**src/rtl/chdr_8sc_to_16sc_if.sv**
```systemverilog
// CHDR streaming channel (64-bit data, last/valid/ready) shared by the
// sc8-to-sc16 converter and its bench.
interface chdr_8sc_to_16sc_if;
  logic [63:0] tdata;
  logic        tlast;
  logic        tvalid;
  logic        tready;

  modport master (output tdata, output tlast, output tvalid, input  tready);
  modport slave  (input  tdata, input  tlast, input  tvalid, output tready);
endinterface

```
**src/rtl/chdr_8sc_to_16sc.sv**
```systemverilog
// Expands CHDR sc8 payloads to sc16, rewriting length and optionally the dest SID.
// Optional status counter on debug: define CHDR_8SC_TO_16SC_DEBUG_EN.
module chdr_8sc_to_16sc #(
  parameter logic [7:0] BASE = 8'd0
) (
  input  logic                        clk,
  input  logic                        reset_n,
  input  logic                        set_stb,
  input  logic [7:0]                  set_addr,
  input  logic [31:0]                 set_data,
  chdr_8sc_to_16sc_if.slave           i_chdr,
  chdr_8sc_to_16sc_if.master          o_chdr,
  output logic [31:0]                 debug
);

  typedef enum logic [1:0] {
    ST_HDR  = 2'd0,
    ST_TIME = 2'd1,
    ST_LO   = 2'd2,
    ST_HI   = 2'd3
  } state_t;

  state_t             state;
  logic signed [17:0] rem;
  logic               sid_en;
  logic [15:0]        sid_dest;

  logic        has_time;
  logic [15:0] hdr_bytes;
  logic [15:0] pay_in;
  logic [15:0] out_len;
  logic [63:0] hdr_out;
  logic [63:0] lo_out;
  logic [63:0] hi_out;
  logic        final_lo;
  logic        xfer;

  logic unused_set_data;
  assign unused_set_data = &{1'b0, set_data[31:17]};

  assign has_time  = i_chdr.tdata[61];
  assign hdr_bytes = has_time ? 16'd16 : 16'd8;
  assign pay_in    = i_chdr.tdata[47:32] - hdr_bytes;
  assign out_len   = hdr_bytes + {pay_in[14:0], 1'b0};
  assign hdr_out   = {i_chdr.tdata[63:48], out_len, i_chdr.tdata[31:16],
                      sid_en ? sid_dest : i_chdr.tdata[15:0]};

  // Each 8-bit component becomes the top byte of a 16-bit lane (exact x<<8).
  assign lo_out = {i_chdr.tdata[63:56], 8'h00, i_chdr.tdata[55:48], 8'h00,
                   i_chdr.tdata[47:40], 8'h00, i_chdr.tdata[39:32], 8'h00};
  assign hi_out = {i_chdr.tdata[31:24], 8'h00, i_chdr.tdata[23:16], 8'h00,
                   i_chdr.tdata[15:8],  8'h00, i_chdr.tdata[7:0],   8'h00};

  assign final_lo      = i_chdr.tlast && (rem <= 18'sd4);
  assign o_chdr.tvalid = i_chdr.tvalid && reset_n;
  assign xfer          = o_chdr.tvalid && o_chdr.tready;

  always_comb begin
    o_chdr.tdata  = i_chdr.tdata;
    o_chdr.tlast  = 1'b0;
    i_chdr.tready = 1'b0;
    case (state)
      ST_HDR: begin
        o_chdr.tdata  = hdr_out;
        o_chdr.tlast  = i_chdr.tlast;
        i_chdr.tready = o_chdr.tready;
      end
      ST_TIME: begin
        o_chdr.tlast  = i_chdr.tlast;
        i_chdr.tready = o_chdr.tready;
      end
      ST_LO: begin
        o_chdr.tdata = lo_out;
        if (final_lo) begin
          o_chdr.tlast  = 1'b1;
          i_chdr.tready = o_chdr.tready;
        end
      end
      default: begin
        o_chdr.tdata  = hi_out;
        o_chdr.tlast  = i_chdr.tlast;
        i_chdr.tready = o_chdr.tready;
      end
    endcase
    if (!reset_n) begin
      o_chdr.tlast  = 1'b0;
      i_chdr.tready = 1'b0;
    end
  end

  // rem is only a hint for the short final word; i_tlast always ends the packet.
  always_ff @(posedge clk) begin
    if (!reset_n) begin
      state    <= ST_HDR;
      rem      <= '0;
      sid_en   <= 1'b0;
      sid_dest <= '0;
    end else begin
      if (set_stb && (set_addr == BASE)) begin
        sid_en   <= set_data[16];
        sid_dest <= set_data[15:0];
      end
      if (xfer) begin
        case (state)
          ST_HDR: begin
            rem <= $signed({2'b00, pay_in});
            if (i_chdr.tlast)  state <= ST_HDR;
            else if (has_time) state <= ST_TIME;
            else               state <= ST_LO;
          end
          ST_TIME: state <= i_chdr.tlast ? ST_HDR : ST_LO;
          ST_LO:   state <= final_lo ? ST_HDR : ST_HI;
          default: begin
            if (rem > 18'sd0) rem <= rem - 18'sd8;
            state <= i_chdr.tlast ? ST_HDR : ST_LO;
          end
        endcase
      end
    end
  end

`ifdef CHDR_8SC_TO_16SC_DEBUG_EN
  logic [23:0] pkt_cnt;

  always_ff @(posedge clk) begin
    if (!reset_n)                   pkt_cnt <= '0;
    else if (xfer && o_chdr.tlast)  pkt_cnt <= pkt_cnt + 24'd1;
  end

  assign debug = reset_n ? {state, sid_en, 5'b0, pkt_cnt} : 32'h0;
`else
  assign debug = 32'h0;
`endif

endmodule

```
**src/flat_wrapper.sv**
```systemverilog
// flat-port wrapper written by rule: the top's interface ports become plain ports
module chdr_8sc_to_16sc_flat 
#(
  parameter logic [7:0] BASE = 8'd0
)
  (clk, reset_n, set_stb, set_addr, set_data, debug, i_chdr_tdata, i_chdr_tlast, i_chdr_tvalid, i_chdr_tready, o_chdr_tdata, o_chdr_tlast, o_chdr_tvalid, o_chdr_tready);
  chdr_8sc_to_16sc_if i_chdr_i ();
  chdr_8sc_to_16sc_if o_chdr_i ();
  input  logic clk;
  input  logic reset_n;
  input  logic set_stb;
  input  logic [7:0] set_addr;
  input  logic [31:0] set_data;
  output logic [31:0] debug;
  input wire logic [$bits(i_chdr_i.tdata)-1:0] i_chdr_tdata;
  input wire logic [$bits(i_chdr_i.tlast)-1:0] i_chdr_tlast;
  input wire logic [$bits(i_chdr_i.tvalid)-1:0] i_chdr_tvalid;
  output wire logic [$bits(i_chdr_i.tready)-1:0] i_chdr_tready;
  output wire logic [$bits(o_chdr_i.tdata)-1:0] o_chdr_tdata;
  output wire logic [$bits(o_chdr_i.tlast)-1:0] o_chdr_tlast;
  output wire logic [$bits(o_chdr_i.tvalid)-1:0] o_chdr_tvalid;
  input wire logic [$bits(o_chdr_i.tready)-1:0] o_chdr_tready;
  assign i_chdr_i.tdata = i_chdr_tdata;
  assign i_chdr_i.tlast = i_chdr_tlast;
  assign i_chdr_i.tvalid = i_chdr_tvalid;
  assign i_chdr_tready = i_chdr_i.tready;
  assign o_chdr_tdata = o_chdr_i.tdata;
  assign o_chdr_tlast = o_chdr_i.tlast;
  assign o_chdr_tvalid = o_chdr_i.tvalid;
  assign o_chdr_i.tready = o_chdr_tready;
  chdr_8sc_to_16sc #(.BASE(BASE)) u_core (.clk(clk), .reset_n(reset_n), .set_stb(set_stb), .set_addr(set_addr), .set_data(set_data), .i_chdr(i_chdr_i), .o_chdr(o_chdr_i), .debug(debug));
endmodule
```
**config.mk**
```make
export PLATFORM = sky130hd
export DESIGN_NAME = chdr_8sc_to_16sc_flat
export DESIGN_NICKNAME = d
export VERILOG_FILES = /design/src/rtl/chdr_8sc_to_16sc_if.sv /design/src/rtl/chdr_8sc_to_16sc.sv /design/src/flat_wrapper.sv
export SDC_FILE = /design/constraint.sdc
export NUM_CORES = 1
export LEC_CHECK = 0
export ABC_CLOCK_PERIOD_IN_PS = 3500
export BUFFER_PORTS_ARGS = -buffer_cell sky130_fd_sc_hd__buf_2
export CAP_MARGIN = 20
export CORE_MARGIN = 5
export CORE_UTILIZATION = 42
export DETAILED_ROUTE_END_ITERATION = 8
export MAX_ROUTING_LAYER = met4
export PLACE_DENSITY = 0.79
export SYNTH_ARGS = -nofsm -noshare
export SYNTH_HDL_FRONTEND = slang
export SYNTH_SLANG_ARGS = --single-unit
```
**constraint.sdc**
```tcl
create_clock -name clk -period 3.5 [get_ports clk]
set_input_delay 0.7 -clock clk [delete_from_list [all_inputs] [get_ports clk]]
set_output_delay 0.7 -clock clk [all_outputs]
set_load 0.02 [all_outputs]
```
**After elaboration in Yosys (flattened, before gate mapping)**

Cells that the tools add are included.

- Word-level logic and storage cells: 37
- Bits in registers: 37
- Output and inout bits: 99
- Input bits: 110

- $add $sub $neg: 3
- Mux-type cells: 16
- Bitwise operators: 1
- Reduce and logical (&&, ||, !) cells: 9
- Equality and inequality tests: 2
- $lt $le $gt $ge: 2

Operators with widths:

| operator | count |
|---|---|
| 64-bit one-hot mux with 3 select lines | 1 |
| 18-bit one-hot mux with 2 select lines | 1 |
| 18-bit by 1-bit > comparator with 1-bit output, second input constant | 1 |
| 18-bit by 4-bit less-or-equal comparator with 1-bit output, second input constant | 1 |
| 18-bit 2-to-1 mux | 1 |
| 18-bit by 5-bit subtractor with 18-bit output, second input constant | 1 |
| 16-bit adder | 1 |
| 16-bit 2-to-1 mux | 1 |
| 16-bit subtractor | 1 |
| 8-bit logical NOT | 1 |
| 2-bit 2-to-1 mux | 4 |
| 1-bit 2-to-1 mux | 6 |
| 5-bit 2-to-1 mux | 1 |
| 1-bit logical AND | 4 |
| 2-bit one-hot mux with 2 select lines | 1 |
| 3-bit AND reduction | 1 |
| 2-bit by 1-bit equality test with 1-bit output, second input constant | 1 |
| 2-bit equality test, second input constant | 1 |
| 2-bit logical NOT | 1 |
| 2-bit nonzero test | 1 |
| 2-bit OR reduction | 1 |
| 1-bit NOT | 1 |

**Logic depth before layout (Yosys ltp)**

- Depth after elaboration: 5
- Gate-level depth with buffers: 10
- Mapped depth without buffers: 9

**Worst setup path after synthesis**

Ideal clock, no wire load.

- Kind: input to output
- Start point: input i_chdr_tdata[61]
- End point: output o_chdr_tdata[45]
- Arrival: 2963 ps
- Stages: 9
- Path buffers: 0
- Data required time: 2800 ps
- Path slack: -163 ps
- Path through: inv_1 -> ha_1 -> fa_1 -> nor3b_1 -> xor2_1 -> o211ai_1 -> a211oi_1 -> mux2i_1 -> a221oi_1

- Word-level cells in the longest chain between the ends: 4

Ends and longest elaborated chain:

| item | RTL line | source |
|---|---|---|
| from (decl) | flat_wrapper.sv:15 | `input wire logic [$bits(i_chdr_i.tdata)-1:0] i_chdr_tdata;` |
| 5-bit 2-to-1 mux * | chdr_8sc_to_16sc.sv:42 | `assign hdr_bytes = has_time ? 16'd16 : 16'd8;` |
| 16-bit subtractor | chdr_8sc_to_16sc.sv:43 | `assign pay_in = i_chdr.tdata[47:32] - hdr_bytes;` |
| 16-bit adder * | chdr_8sc_to_16sc.sv:44 | `assign out_len = hdr_bytes + {pay_in[14:0], 1'b0};` |
| 64-bit one-hot mux with 3 select lines * | chdr_8sc_to_16sc.sv:62 | `case (state)` |
| to (decl) | flat_wrapper.sv:19 | `output wire logic [$bits(o_chdr_i.tdata)-1:0] o_chdr_tdata;` |

Every way passes the cells marked *; elsewhere a longest branch is shown, timed or not.

**Worst setup path after layout**

- Start point: input i_chdr_tdata[35]
- End point: output o_chdr_tdata[45]

- Word-level cells in the longest chain between the ends: 3

Ends and longest elaborated chain:

| item | RTL line |
|---|---|
| 16-bit subtractor | chdr_8sc_to_16sc.sv:43 |
| 16-bit adder | chdr_8sc_to_16sc.sv:44 |
| 64-bit one-hot mux with 3 select lines | chdr_8sc_to_16sc.sv:62 |

No other way between the ends.

==> results.md <==
Clock network:
- The total clock buffers created by CTS is 5.
- The tree is rooted in a clkbuf_8.
- The clock sink count is 37.
- After clock tree synthesis, the clock-pin slew on the worst setup and hold paths is 80 ps.
- The number of buffers between clock root and the deepest sink is 2.
- CTS built an H-tree with a depth of 2.
- The clock reaches the later pin of the worst-skew pair after 290 ps.
- In this run, post-CTS hold repair placed 0 buffers.
- TritonCTS built the clock tree.

Yosys:
- The Yosys step of the flow raised 0 warnings.
- For this run, the leading register cell type out of synthesis is dfxtp_1.
- The post-synthesis cell area is 3880 sq um.
- Counting flops with a built-in enable in the synthesized netlist gives 0.
- The mean instance size in the synthesized netlist is 7.41 sq um.
- Synthesis inferred 37 register bits.
- The synthesized instance count is 523.
- The proportion of synthesized chip area in sequential cells is 0.191.
- Of all flip-flops after synthesis, the portion carrying an async set or reset was 0.
- The number of different library cells used by synthesis comes to 62.

Power:
- The clock network power share is 0.243.
- Total power for the finished layout comes to 1600 uW.
- The internal power of the cells totals 949 uW.
- The share of total power dissipated in combinational logic is 0.479.
- IR analysis of the VDD net gives a maximum drop of 0.231 mV.
- The share of total power dissipated in sequential elements is 0.278.
- The fraction of power spent switching nets is 0.406.
- In this run the power density over the cells is 296 nW/um^2.
- In this run the static leakage power is 0.00257 uW.
- The switching power of the nets is 650 uW.

STA:
- Setup repair after global routing could not meet its margin everywhere.
- The count of endpoints failing hold in the final timing report was 0.
- Counting I/O delays and the setup requirement, the final critical path takes 3670 ps.
- Dividing the final minimum period by the clock period gives 1.05.
- The final-report setup violation count is 8.
- Once routing completed, OpenROAD measured the worst setup slack at -173 ps.
- The max-slew violation count is 0.
- Measured against its own limit, the worst slew margin works out to 0.488.
- The pin slew with the least headroom to its limit is 768 ps.
- For the final database, setup skew stands at 2.67 ps.
- The highest achievable clock rate is 272 MHz.

Die:
- For this design the top-level I/O count stands at 209.
- The floorplan has 35 rows.
- The floorplan step defined a die boundary enclosing 11300 sq um.
- The initial utilization of the core area, before any placement, comes to 0.426.
- The die is 106 um wide.
- The core area is 9110 sq um.
- The die is 106 um tall.

Detailed routing:
- The detailed-route DRC error count is 0.
- The iteration-0 DRC count of the detailed router is 464.
- After detailed routing, the average wire length per cell comes to 18.2 um.
- The number of nets with antenna violations after detailed routing is 0.
- The detailed-routing iteration count for the pre-antenna-repair pass is 8.
- After detailed routing, the number of vias per cell comes to 5.79.
- Detailed routing inserted a total of 4786 vias.
- The final layout contains routed wiring with a total length of 15000 um.

Min path:
- The end of the worst hold path is u_core.rem[7].
- The worst hold path belongs to the class reg -> reg.
- In this run the most critical hold path is launched from u_core.rem[7].
- The worst hold path depth is 2.

Final layout:
- The net count of the finished layout is 834.
- The repair_antennas step left the layout with diodes totalling 0.
- The final cell area excluding filler cells is 5410 sq um.
- The fraction of layout cells with a size suffix above 1 is 0.393.
- Compared with the post-synthesis result, the final layout area differs by 39.5%.

Placement:
- The total cell area at the placement stage is 5000 sq um.
- The HPWL after detailed placement is 11600 um.
- The final weighted congestion in routability-driven placement is 0.862.
- Buffers placed on the I/O ports in this run total 161.

Setup path:
- The capturing element type of the critical path is a primary output.
- The capture point of the worst reg-to-reg path is u_core.rem[11].
- The data arrival at the endpoint of the critical path is 2970 ps.
- The top fanout value on the critical path is 4.
- STA puts the critical path data required time at 2800 ps.
- STA classifies the critical path startpoint as an input port.
- The number of cells on the worst reg-to-reg path is 6.
- The beginning of the worst register-to-register path is u_core.rem[3].
- The critical path class is in -> out.
- The register-to-register path setup slack is 790 ps.

Global routing:
- The total overflow left after global routing is 0.
- The number of antenna violations at the first check in global routing is 0.
- The largest net degree at the start of global routing is 40.
- The number of global-route vias before repair is 4514.
- Across every metal layer, demand over resource in global routing totals 0.256.
- The first global-routing pass estimated 22800 um of wire.

Outcome:
- The checks that failed: setup timing.
- The flow ran to the end, but the final reports show violations.

Flow run:
- Max-cap violations in this run came to 0.
-- cells in the final DEF, fill, tap and decap left out, types with 4 or more instances in the layout --
cell,instances
xnor2_1,8
nor2_1,59
ha_1,8
mux2_2,8
nor2b_1,40
nor4_1,9
o21ai_0,30
nand3_1,4
mux2i_1,32
buf_6,6
nand2_1,30
buf_4,62
nor3_1,5
or2_2,4
a21oi_1,32
clkbuf_8,5
inv_1,14
xor2_1,5
conb_1,32
dfxtp_1,37
a22oi_1,18
a22o_1,8
buf_2,152
a222oi_1,9
-- kinds of logic after synthesis --
kind of cell,share of synthesized area
compound gates,0.262
xor+xnor,0.0339
fa+ha+maj,0.0342
buf+inv,0.118
flops,0.191
mux,0.106
other cells,0.000967
simple gates,0.254
-- how the worst max path moves through the flow --
stage,end,cells past startpoint,startpoint,slack (ps)
floorplan,o_chdr_tdata[44],9,i_chdr_tdata[61],7
global placement,o_chdr_tdata[46],12,i_chdr_tdata[61],-270
detailed placement,o_chdr_tdata[44],11,i_chdr_tdata[61],-280
CTS,o_chdr_tdata[44],12,i_chdr_tdata[61],-150
global route,o_chdr_tdata[45],12,i_chdr_tdata[61],-240
finish,o_chdr_tdata[45],12,i_chdr_tdata[35],-170
-- through the flow --
step	setup TNS, ps	instances	hold WS (ps)	util	setup slack [ps]
finish	-672	826	509	0.594	-173
global route	-1260	826	537	0.594	-238
CTS	-457	823	505	0.576	-150
detailed placement	-1220	811	494	0.549	-283
global placement	-1090	811	479	0.549	-273
floorplan	0	554	455	-	7.30
-- state kept, by name (all words and copies together), names as in the netlist --
signal           count
u_core.rem          18
u_core.sid_dest     16
u_core.state         2
u_core.sid_en        1
-- repair_timing --
item | 4_1_cts | 5_1_grt
resized for setup | 27 | 26
hold endpoints to repair | 0 | 0
endpoints found under the setup margin | 8 | 8
pin swaps | 12 | 15
setup buffers | 5 | 4
-- metal layers --
metal | up-vias | part of all wire | routed length, um | global-route usage
li1 | 2211 | - | - | -
met1 | 2256 | 0.39 | 5900 | 0.307
met2 | 280 | 0.48 | 7190 | 0.428
met3 | 39 | 0.095 | 1430 | 0.0461
met4 | 0 | 0.035 | 533 | 0.101
met5 | - | 0 | 0 | -
-- layout make-up --
type,count,area [sq um]
multi-input combinational,432,3020
clock inverter,3,46.3
timing repair buffer,222,1320
clock buffer,5,68.8
tap,111,139
sequential,37,741
inverter,16,65.1
fill,828,3700
-- power groups by stage --
stage	Sequential [uW]	Combinational [uW]	Clock (uW)
2_1_floorplan	451	466	0
3_3_place_gp	452	701	0
3_5_place_dp	453	710	0
4_1_cts	443	735	390
5_1_grt	445	823	406
6_report	444	767	389
-- worst max-delay path, stage by stage --
cell and delay, ps:
buf_8 80, inv_4 30, ha_4 150, fa_2 410
nor3b_4 180, xor2_1 230, buf_4 160, o211ai_1 180
a211oi_2 330, mux2i_1 130, a221oi_2 200, buf_4 180
-- synth_stat cells, drive strengths merged (2+ instances only) --
| master | number | share of area |
|---|---|---|
| nor3 | 9 | 0.012 |
| nand2b | 4 | 0.0065 |
| buf | 41 | 0.075 |
| xnor2 | 9 | 0.020 |
| or3 | 5 | 0.011 |
| o22ai | 2 | 0.0032 |
| a221oi | 4 | 0.0090 |
| clkbuf | 28 | 0.027 |
| o211ai | 2 | 0.0039 |
| inv | 16 | 0.015 |
| a22o | 8 | 0.018 |
| ha | 9 | 0.029 |
| and2 | 2 | 0.0032 |
| or4 | 6 | 0.013 |
| o221a | 2 | 0.0058 |
| a21boi | 4 | 0.0077 |
| nor2b | 41 | 0.066 |
| a21oi | 33 | 0.043 |
| o21ai | 34 | 0.045 |
| nand2 | 30 | 0.029 |
| o22a | 2 | 0.0045 |
| a211oi | 3 | 0.0058 |
| o31ai | 3 | 0.0094 |
| nor3b | 3 | 0.0058 |
| nor2 | 60 | 0.058 |
| a22oi | 18 | 0.035 |
| mux2i | 32 | 0.083 |
| o21a | 2 | 0.0039 |
| a222oi | 9 | 0.023 |
| nand3 | 5 | 0.0065 |
| or2 | 5 | 0.0081 |
| a31oi | 3 | 0.0048 |
| a32oi | 2 | 0.0045 |
| nor4 | 12 | 0.019 |
| nand4 | 2 | 0.0032 |
| o31a | 3 | 0.0068 |
| and4 | 2 | 0.0045 |
| a221o | 3 | 0.0077 |
| a2bb2oi | 3 | 0.0068 |
| mux2 | 8 | 0.023 |
| xor2 | 6 | 0.014 |
| dfxtp | 37 | 0.19 |
Power figures use the tool's default switching activity.
